`src/rtl/ines_loader.sv`:
```
// ---------------------------------------------------------------------------
// ines_loader
//
// Streams an iNES ROM image, delivered one byte at a time by iosys, into
// SDRAM. The 16-byte header is parsed and checked. An optional 512-byte
// trainer is skipped. The PRG image is then written from PRG_BASE and the
// CHR image from CHR_BASE. Bytes pass through a small {addr,data} FIFO so
// that SDRAM arbitration latency does not stall the byte stream.
//
// Ports
//   clk           : single clock; all state changes on its rising edge
//   resetn        : asynchronous active-low reset
//   rom_loading   : load window level from iosys (0->1 start, 1->0 end)
//   rom_do        : ROM byte, stable while rom_do_valid is high
//   rom_do_valid  : byte strobe; each 0->1 edge delivers one byte
//   mem_addr      : SDRAM byte write address (FIFO head)
//   mem_din       : SDRAM write data (FIFO head)
//   mem_we        : write request, held until mem_ack
//   mem_ack       : one-cycle write-complete pulse
//   prg_size      : header byte 4 (16 KB units)
//   chr_size      : header byte 5 (8 KB units)
//   mapper        : {flags7[7:4], flags6[7:4]}
//   mirroring     : flags6[0]
//   busy          : load in progress or writes still pending
//   loader_done   : image fully written (sticky until next start)
//   loader_error  : load failed (sticky until next start)
// ---------------------------------------------------------------------------
module ines_loader #(
  parameter logic [21:0] PRG_BASE   = 22'h000000,
  parameter logic [21:0] CHR_BASE   = 22'h200000,
  parameter int          FIFO_DEPTH = 4
) (
  input  logic        clk,
  input  logic        resetn,
  input  logic        rom_loading,
  input  logic [7:0]  rom_do,
  input  logic        rom_do_valid,
  output logic [21:0] mem_addr,
  output logic [7:0]  mem_din,
  output logic        mem_we,
  input  logic        mem_ack,
  output logic [7:0]  prg_size,
  output logic [7:0]  chr_size,
  output logic [7:0]  mapper,
  output logic        mirroring,
  output logic        busy,
  output logic        loader_done,
  output logic        loader_error
);

  localparam int PTR_W = (FIFO_DEPTH > 1) ? $clog2(FIFO_DEPTH) : 1;
  localparam logic [PTR_W:0] FULL_CNT = (PTR_W+1)'(FIFO_DEPTH);

  typedef enum logic [2:0] {
    S_IDLE,
    S_HEADER,
    S_TRAINER,
    S_PRG,
    S_CHR,
    S_DONE,
    S_ERROR
  } state_t;

  // Expected magic "NES\x1A" for header bytes 0..3.
  function automatic logic [7:0] magic_byte(input logic [1:0] idx);
    case (idx)
      2'd0:    magic_byte = 8'h4E;
      2'd1:    magic_byte = 8'h45;
      2'd2:    magic_byte = 8'h53;
      default: magic_byte = 8'h1A;
    endcase
  endfunction

  // ------------------------------------------------------------------
  // Registers
  // ------------------------------------------------------------------
  state_t             state_q, state_d;
  logic [21:0]        cnt_q, cnt_d;        // byte index within current section
  logic               tail_q, tail_d;      // all section bytes queued, draining
  logic [7:0]         prg_size_q, prg_size_d;
  logic [7:0]         chr_size_q, chr_size_d;
  logic [7:0]         mapper_q, mapper_d;
  logic               trainer_q, trainer_d;
  logic               mirroring_q, mirroring_d;

  logic               loading_q;           // previous rom_loading
  logic               valid_q;             // previous rom_do_valid
  logic               stb_q;               // registered rom_do_valid rising edge
  logic [7:0]         byte_q;              // byte captured at that edge

  logic [PTR_W-1:0]   wr_ptr_q, wr_ptr_d;
  logic [PTR_W-1:0]   rd_ptr_q, rd_ptr_d;
  logic [PTR_W:0]     count_q, count_d;
  logic [21:0]        fifo_addr_q [FIFO_DEPTH];
  logic [7:0]         fifo_data_q [FIFO_DEPTH];

  // ------------------------------------------------------------------
  // Combinational control
  // ------------------------------------------------------------------
  logic        start, stop, valid_rise, active, cap;
  logic        fifo_empty, fifo_full, pop, push, flush;
  logic [21:0] push_addr, cnt_inc, sec_base, sec_len;

  assign start      = rom_loading & ~loading_q;
  assign stop       = ~rom_loading & loading_q;
  assign valid_rise = rom_do_valid & ~valid_q;

  assign active = (state_q == S_HEADER) || (state_q == S_TRAINER) ||
                  (state_q == S_PRG)    || (state_q == S_CHR);

  // Once a section's last byte is queued, further bytes are padding.
  assign cap = stb_q & active & ~tail_q;

  assign fifo_empty = (count_q == '0);
  assign fifo_full  = (count_q == FULL_CNT);
  assign pop        = mem_ack & ~fifo_empty;

  assign cnt_inc  = cnt_q + 22'd1;
  assign sec_base = (state_q == S_CHR) ? CHR_BASE : PRG_BASE;
  assign sec_len  = (state_q == S_CHR) ? {1'b0, chr_size_q, 13'd0}
                                       : {prg_size_q, 14'd0};

  always_comb begin
    state_d     = state_q;
    cnt_d       = cnt_q;
    tail_d      = tail_q;
    prg_size_d  = prg_size_q;
    chr_size_d  = chr_size_q;
    mapper_d    = mapper_q;
    trainer_d   = trainer_q;
    mirroring_d = mirroring_q;
    push        = 1'b0;
    push_addr   = '0;
    flush       = 1'b0;

    if (start) begin
      // A new start edge wins over everything, including a pending byte.
      state_d = S_HEADER;
      cnt_d   = '0;
      tail_d  = 1'b0;
      flush   = 1'b1;
    end else if (active && stop) begin
      state_d = S_ERROR;
      flush   = 1'b1;
    end else if (cap) begin
      case (state_q)
        S_HEADER: begin
          cnt_d = cnt_inc;
          if (cnt_q < 22'd4 && byte_q != magic_byte(cnt_q[1:0])) begin
            state_d = S_ERROR;
            flush   = 1'b1;
          end else begin
            case (cnt_q[3:0])
              4'd4: prg_size_d = byte_q;
              4'd5: chr_size_d = byte_q;
              4'd6: begin
                mapper_d[3:0] = byte_q[7:4];
                trainer_d     = byte_q[2];
                mirroring_d   = byte_q[0];
              end
              4'd7: mapper_d[7:4] = byte_q[7:4];
              4'd15: begin
                cnt_d = '0;
                if (trainer_q) begin
                  state_d = S_TRAINER;
                end else if (prg_size_q != 8'd0) begin
                  state_d = S_PRG;
                end else begin
                  state_d = S_ERROR;
                  flush   = 1'b1;
                end
              end
              default: ;
            endcase
          end
        end
        S_TRAINER: begin
          cnt_d = cnt_inc;
          if (cnt_q == 22'd511) begin
            cnt_d = '0;
            // An image with a trainer but no PRG has nothing to load.
            if (prg_size_q != 8'd0) begin
              state_d = S_PRG;
            end else begin
              state_d = S_ERROR;
              flush   = 1'b1;
            end
          end
        end
        S_PRG, S_CHR: begin
          if (fifo_full && !pop) begin
            // No room and nothing leaving this cycle: the byte is lost.
            state_d = S_ERROR;
            flush   = 1'b1;
          end else begin
            push      = 1'b1;
            push_addr = sec_base + cnt_q;   // wraps modulo 2^22
            cnt_d     = cnt_inc;
            if (cnt_inc == sec_len) begin
              cnt_d = '0;
              if (state_q == S_PRG && chr_size_q != 8'd0) begin
                state_d = S_CHR;
              end else begin
                tail_d = 1'b1;
              end
            end
          end
        end
        default: ;
      endcase
    end else if (tail_q && fifo_empty) begin
      // Last byte queued and last ack received.
      state_d = S_DONE;
      tail_d  = 1'b0;
    end
  end

  // FIFO pointer/occupancy update; push and pop in one cycle cancel out.
  always_comb begin
    wr_ptr_d = wr_ptr_q;
    rd_ptr_d = rd_ptr_q;
    count_d  = count_q;
    if (flush) begin
      wr_ptr_d = '0;
      rd_ptr_d = '0;
      count_d  = '0;
    end else begin
      if (push) wr_ptr_d = wr_ptr_q + PTR_W'(1);
      if (pop)  rd_ptr_d = rd_ptr_q + PTR_W'(1);
      case ({push, pop})
        2'b10:   count_d = count_q + (PTR_W+1)'(1);
        2'b01:   count_d = count_q - (PTR_W+1)'(1);
        default: count_d = count_q;
      endcase
    end
  end

  // ------------------------------------------------------------------
  // Sequential state
  // ------------------------------------------------------------------
  always_ff @(posedge clk or negedge resetn) begin
    if (!resetn) begin
      state_q     <= S_IDLE;
      cnt_q       <= '0;
      tail_q      <= 1'b0;
      prg_size_q  <= '0;
      chr_size_q  <= '0;
      mapper_q    <= '0;
      trainer_q   <= 1'b0;
      mirroring_q <= 1'b0;
      loading_q   <= 1'b0;
      valid_q     <= 1'b0;
      stb_q       <= 1'b0;
      wr_ptr_q    <= '0;
      rd_ptr_q    <= '0;
      count_q     <= '0;
    end else begin
      state_q     <= state_d;
      cnt_q       <= cnt_d;
      tail_q      <= tail_d;
      prg_size_q  <= prg_size_d;
      chr_size_q  <= chr_size_d;
      mapper_q    <= mapper_d;
      trainer_q   <= trainer_d;
      mirroring_q <= mirroring_d;
      loading_q   <= rom_loading;
      valid_q     <= rom_do_valid;
      stb_q       <= valid_rise;
      wr_ptr_q    <= wr_ptr_d;
      rd_ptr_q    <= rd_ptr_d;
      count_q     <= count_d;
    end
  end

  // Datapath storage; only read behind valid control state, so no reset.
  always_ff @(posedge clk) begin
    if (valid_rise) byte_q <= rom_do;
    if (push) begin
      fifo_addr_q[wr_ptr_q] <= push_addr;
      fifo_data_q[wr_ptr_q] <= byte_q;
    end
  end

  // ------------------------------------------------------------------
  // Outputs
  // ------------------------------------------------------------------
  // Gating with the (async-reset) occupancy forces the bus to zero in reset.
  assign mem_we       = ~fifo_empty;
  assign mem_addr     = fifo_empty ? 22'd0 : fifo_addr_q[rd_ptr_q];
  assign mem_din      = fifo_empty ? 8'd0  : fifo_data_q[rd_ptr_q];
  assign prg_size     = prg_size_q;
  assign chr_size     = chr_size_q;
  assign mapper       = mapper_q;
  assign mirroring    = mirroring_q;
  assign busy         = active | ~fifo_empty;
  assign loader_done  = (state_q == S_DONE);
  assign loader_error = (state_q == S_ERROR);

endmodule
```
`config.mk`:
```
export PLATFORM = sky130hd
export DESIGN_NAME = ines_loader
export DESIGN_NICKNAME = d
export VERILOG_FILES = /design/src/rtl/ines_loader.sv
export SDC_FILE = /design/constraint.sdc
export NUM_CORES = 1
export LEC_CHECK = 0
export CAP_MARGIN = 10
export CORE_ASPECT_RATIO = 1.25
export CORE_MARGIN = 1.5
export CORE_UTILIZATION = 58
export DETAILED_ROUTE_END_ITERATION = 8
export PLACE_DENSITY = 0.83
export SETUP_SLACK_MARGIN = 0.05
export SYNTH_ARGS = -nofsm -noshare
export SYNTH_HDL_FRONTEND = slang
export SYNTH_SLANG_ARGS = --single-unit
```
`constraint.sdc`:
```
create_clock -name clk -period 4.3 [get_ports clk]
set_clock_uncertainty 0.15 [all_clocks]
set_input_delay 0.86 -clock clk [delete_from_list [all_inputs] [get_ports clk]]
set_output_delay 0.86 -clock clk [all_outputs]
set_load 0.005 [all_outputs]
```
==> results_dict.tcl, run 1 <==
set metrics [dict create \
    slew_violations 0 \
    leakagePower_nw 3.74 \
    critical_path_class "reg2out" \
    worstPathMaxFanout 33 \
    pwr-share-seq 0.406 \
    start_util 0.599 \
    synth_cells 654 \
    antenna_found_initial 0 \
    vias 5796 \
    start_kind "flop" \
    cts_tree "built" \
    required_ns 3.29 \
    synth_most_common_cell "edfxtp_1" \
    sw_frac_of_total 0.278 \
    cap_violations 0 \
    core_sq_um 15100 \
    place.gp.congestion 0.936 \
    path_clk_slew_ns 0.07 \
    dpl-instance-area_sq_um 9900 \
    drc 0 \
    switchingPower_mw 1.46 \
    wl_per_cell_um 21.6 \
    synthTopCellsByArea "edfxtp_1, dfrtp_1, mux4_2, and2_1, mux2_2" \
    grt_pass1_vias 5895 \
    design_area_sq_um 10500 \
    ctsHoldBuffers 0 \
    synth_area_sq_um 9060 \
    p_clk_frac 0.319 \
    drive_above_1_share 0.172 \
    yosysWarningCount 0 \
    clock-sinks 190 \
    synth_edf_count 128 \
    ctsLongestPathBuffers 2 \
    outcome "complete, no violations" \
    ys_ff_latch 190 \
    period_needed_ns 3.74 \
    cp.arrival_ns 2.73 \
    setup_violations 0 \
    fp-row-count 50 \
    pwr-share-comb 0.275 \
    path_delay_family "buffers and inverters" \
    async_reset_ff_frac 0.326 \
    dieArea_sq_um 16400 \
    h-tree-depth 4 \
    cts-buffers-inserted 17 \
    die_x_um 115 \
    fmax_mhz 267 \
    drtPass1Iterations 5 \
    post-route-period-util 0.870 \
    finalHoldViolations 0 \
    antenna_cells 0 \
    grt_max_degree 41 \
    synth_flop_cell "edfxtp_1" \
    root_buffer "clkbuf_16" \
    p_per_area_nw_per_um2 496 \
    fin_setup_tns_ns 0 \
    tightest_slew_ns 0.940 \
    die_h_um 143 \
    num_io_pins 72 \
    routed_via_density 6.20 \
    synth_top_cell_area_share 0.424 \
    synth_seq_area_share 0.595 \
    crit_buf_inv 2 \
    routed_wl_um 20200 \
    slowest_delay_ns 0.55 \
    cts_setup_buffers 0 \
    synth_fp_nets 677 \
    fin_hold_ws_ns 0.340 \
    rsz0062_at_grt "false" \
    synth_commonest_cells "edfxtp_1, dfrtp_1, and2_1" \
    grt_pass1_wl_um 32100 \
    antenna_left 0 \
    grt_overflow_total 0 \
    ir_worst_vdd_mv 0.269 \
    drt-initial-drc-count 575 \
    slew_headroom 0.373 \
    nets 737 \
    area_growth_pct 16.4 \
    hold_class "reg2reg" \
    clk_latency_ns 0.44 \
    dpl.hpwl_um 13500 \
    critical_path.cell_chain "nor3_1, inv_1, and2_1, clkdlybuf4s50_1" \
    avgSynthCellArea_sq_um 13.9 \
    post_cts_resized 0 \
    synth_top_area_cell "edfxtp_1" \
    grt.total_usage 0.264 \
    slowest_stage "inv_1" \
    portBuffers 71 \
    p_int_mw 3.78 \
    yosysUniqueCellTypes 69 \
    cp-end-kind "output pin" \
    p_total_mw 5.23 \
]
[power by group through the flow]
stage | logic, mW | clock network (mW) | registers [mW]
final | 1.44 | 1.67 | 2.13
after global routing | 1.55 | 1.75 | 2.14
after CTS | 1.45 | 1.69 | 2.13
after detailed placement | 1.43 | 0 | 2.16
after global placement | 1.39 | 0 | 2.16
after floorplan | 0.891 | 0 | 2.10
[worst register-to-register path: stages, from the launching register on]
cell	delay [ns]
dfrtp_1	0.45
ha_1	0.44
and4_1	0.45
nand4_4	0.16
or3_1	0.46
xnor2_1	0.21
nor4b_1	0.35
nand4_1	0.25
a21oi_2	0.22
mux2_2	0.35
[per-layer routing]
| metal | GRT usage | wire length (um) |
|---|---|---|
| met2 | 0.454 | 10500 |
| met1 | 0.332 | 7990 |
| met5 | 0 | 0 |
| met3 | 0.0603 | 1180 |
| met4 | 0.0877 | 517 |
[kinds of logic (layout without fill, tap and decap cells)]
family / after synthesis / after routing / synth area share
AND/OR/NAND/NOR: 236 / 236 / 0.155
flip-flops: 190 / 190 / 0.595
multiplexers: 70 / 70 / 0.122
AO/OA/AOI/OAI: 68 / 68 / 0.0559
buffers and inverters: 54 / 127 / 0.0317
XOR/XNOR: 26 / 26 / 0.0251
adder cells (fa/ha/maj): 10 / 10 / 0.0146
[layout make-up]
cell class              instances  area, sq um
flip-flops and latches        190         5400
inverters                       9         33.8
clock buffers                  23          520
repair buffers                 86          831
well taps                     208          260
clock inverters                 9          124
fillers                      1051         4590
multi-input cells             410         3380
[final timing paths]
kind / to / cells past startpoint / slack [ns] / startpoint
max reg2reg: state_q[2]$_DFFE_PN0P_ / 9 / 0.70 / cnt_q[1]$_DFFE_PN0P_
min in group asynchronous: valid_q$_DFF_PN0_ / 1 / 0.41 / resetn
min reg2reg: mapper[4]$_DFFE_PN0P_ / 2 / 0.34 / mapper[4]$_DFFE_PN0P_
min: mapper[4]$_DFFE_PN0P_ / 2 / 0.34 / mapper[4]$_DFFE_PN0P_
max in group asynchronous: cnt_q[5]$_DFFE_PN0P_ / 2 / 2.68 / resetn
max: mem_addr[18] / 4 / 0.56 / count_q[0]$_DFFE_PN0P_
[state kept, by name, indices dropped and copies added (netlist names), 2 cells and up]
| name | cells |
|---|---|
| byte_q | 8 |
| chr_size | 8 |
| cnt_q | 22 |
| count_q | 3 |
| fifo_addr_q | 88 |
| fifo_data_q | 32 |
| mapper | 8 |
| prg_size | 8 |
| rd_ptr_q | 2 |
| state_q | 3 |
| wr_ptr_q | 2 |
[per-stage QoR]
stage / worst slack [ns] / utilization / std cells
after floorplan: 0.743 / - / 654
after CTS: 0.573 / 0.697 / 935
final: 0.560 / 0.697 / 935
after detailed placement: 0.564 / 0.654 / 903
after global placement: 0.614 / 0.654 / 903
after global routing: 0.394 / 0.697 / 935
[cells in the final DEF, fill, tap and decap left out, drive strengths merged, types with 11 or more instances in the layout]
master,n
and2,56
buf,16
nand2,47
mux4,30
a21oi,11
nand4,20
nor3,12
clkdlybuf4s50,70
nand3,18
mux2,27
edfxtp,128
dfrtp,62
mux2i,13
xnor2,20
nor4,13
o21ai,19
clkbuf,23
nor2,24
(Power assumes the default switching activity.)
==> inputs of run 2 (changes only) <==
--- a/config.mk
+++ b/config.mk
@@ -7,11 +7,12 @@
 export LEC_CHECK = 0
 export CAP_MARGIN = 10
 export CORE_ASPECT_RATIO = 1.25
-export CORE_MARGIN = 1.5
+export CORE_MARGIN = 8
 export CORE_UTILIZATION = 58
 export DETAILED_ROUTE_END_ITERATION = 8
 export PLACE_DENSITY = 0.83
 export SETUP_SLACK_MARGIN = 0.05
+export SLEW_MARGIN = 25
 export SYNTH_ARGS = -nofsm -noshare
 export SYNTH_HDL_FRONTEND = slang
 export SYNTH_SLANG_ARGS = --single-unit
==> results_dict.tcl, run 2 (synthesized netlist as in run 1, its figures left out) <==
set metrics [dict create \
    post-route-period-util 0.873 \
    die_x_um 128 \
    cap_violations 0 \
    num_io_pins 72 \
    root_buffer "clkbuf_16" \
    die_h_um 156 \
    largest_register "fifo_addr_q" \
    routed_wl_um 20000 \
    setup_slack_ns 0.546 \
    clk_latency_ns 0.43 \
    h-tree-depth 4 \
    cts-buffers-inserted 17 \
    finalHoldViolations 0 \
    grt.total_usage 0.208 \
    wl_per_cell_um 21.3 \
    fmax_mhz 266 \
    dr_wl_met2_um 10500 \
    dieArea_sq_um 19900 \
    grt_max_degree 34 \
    area_growth_pct 15.1 \
    antenna_cells 0 \
    worstPathMaxFanout 33 \
    p_total_mw 5.00 \
    critical_path_class "reg2out" \
    slew_headroom 0.405 \
    pre_cts_ws_ns 0.543 \
    grt_pass1_vias 5866 \
    antenna_found_initial 0 \
    antenna_left 0 \
    hold_class "in2async" \
    leakagePower_nw 3.67 \
    required_ns 3.29 \
    mostFrequentLayoutCells "edfxtp_1, clkdlybuf4s50_1, dfrtp_1, and2_1, nand2_1" \
    fin_cells 939 \
    drc 0 \
    rrSetupSlack_ns 0.68 \
    routed_via_density 6.20 \
    period_needed_ns 3.75 \
    outcome "complete, no violations" \
    clock-sinks 190 \
    ctsHoldBuffers 0 \
    dpl.hpwl_um 13900 \
    start_util 0.587 \
    ir_worst_vdd_mv 0.269 \
    largest_register_ffs 88 \
    drive_above_1_share 0.165 \
    place.gp.congestion 0.960 \
    cts_setup_buffers 0 \
    grt_overflow_total 0 \
    fin_setup_tns_ns 0 \
    path_clk_slew_ns 0.07 \
    grt_pass1_wl_um 31900 \
    drtPass1Iterations 5 \
    routed.top_layer "met4" \
    rsz0062_at_grt "false" \
    placedCellCount 907 \
    slowest_delay_ns 0.55 \
    met1Wirelength_um 7860 \
    start_kind "flop" \
    top_regs "fifo_addr_q (88), fifo_data_q (32), cnt_q (22)" \
    ctsLongestPathBuffers 2 \
    core_sq_um 15400 \
    critical_path.cell_chain "nor3_1, inv_1, and2_1, clkdlybuf4s50_1" \
    cts_tree "built" \
    slew_violations 0 \
    post_cts_resized 0 \
    route.met3.wl_um 1150 \
    p_per_area_nw_per_um2 479 \
    drt-initial-drc-count 556 \
    tightest_slew_ns 0.885 \
    setup_violations 0 \
    cp-end-kind "output pin" \
    cp.arrival_ns 2.74 \
    fp-row-count 51 \
    portBuffers 71 \
    slowest_stage "inv_1" \
    vias 5821 \
    final_common_cell "edfxtp_1" \
    fillers 1090 \
    nets 737 \
]
run 2: through the flow:
| stage | cell area [sq um] | utilization | hold slack [ns] |
|---|---|---|---|
| 2_1_floorplan | 9060 | - | 0.323 |
| 3_3_place_gp | 9910 | 0.642 | 0.323 |
| 3_5_place_dp | 9910 | 0.642 | 0.347 |
| 4_1_cts | 10400 | 0.676 | 0.357 |
| 5_1_grt | 10400 | 0.676 | 0.389 |
| 6_report | 10400 | 0.676 | 0.348 |
run 2: metal layers:
layer	GRT usage	vias to the layer above
li1	-	2601
met1	0.244	2933
met2	0.362	242
met3	0.0482	45
met4	0.0760	0
met5	0	-
run 2: power by group:
part | internal [mW] | switching [mW] | total [mW]
sequential | 2.01 | 0.108 | 2.12
clock | 0.773 | 0.657 | 1.43
combinational | 0.782 | 0.663 | 1.45
run 2: critical path, delay by kind of cell (launching register included):
family                 cells  cell delay (ns)
DFF                        1             0.44
and+or+nand+nor            2             0.81
buffers and inverters      2             1.04
run 2: area by class of cell:
class / instances / area [sq um] / area share
inverter: 9 / 33.8 / 0.00324
timing repair buffer: 86 / 831 / 0.0796
sequential: 190 / 5400 / 0.517
multi-input combinational: 410 / 3380 / 0.324
tap: 212 / 265 / 0.0254
clock buffer: 24 / 472 / 0.0452
clock inverter: 8 / 57.6 / 0.00551
run 2: worst paths after layout:
path | start | endpoint | cells past startpoint
worst min register to register | mapper[6]$_DFFE_PN0P_ | mapper[6]$_DFFE_PN0P_ | 1
worst min-delay path | resetn | mapper[4]$_DFFE_PN0P_ | 1
worst max register to register | cnt_q[1]$_DFFE_PN0P_ | state_q[2]$_DFFE_PN0P_ | 9
max in group asynchronous | resetn | stb_q$_DFF_PN0_ | 2
min in group clk | mapper[6]$_DFFE_PN0P_ | mapper[6]$_DFFE_PN0P_ | 1
worst max-delay path | count_q[1]$_DFFE_PN0P_ | mem_din[4] | 4
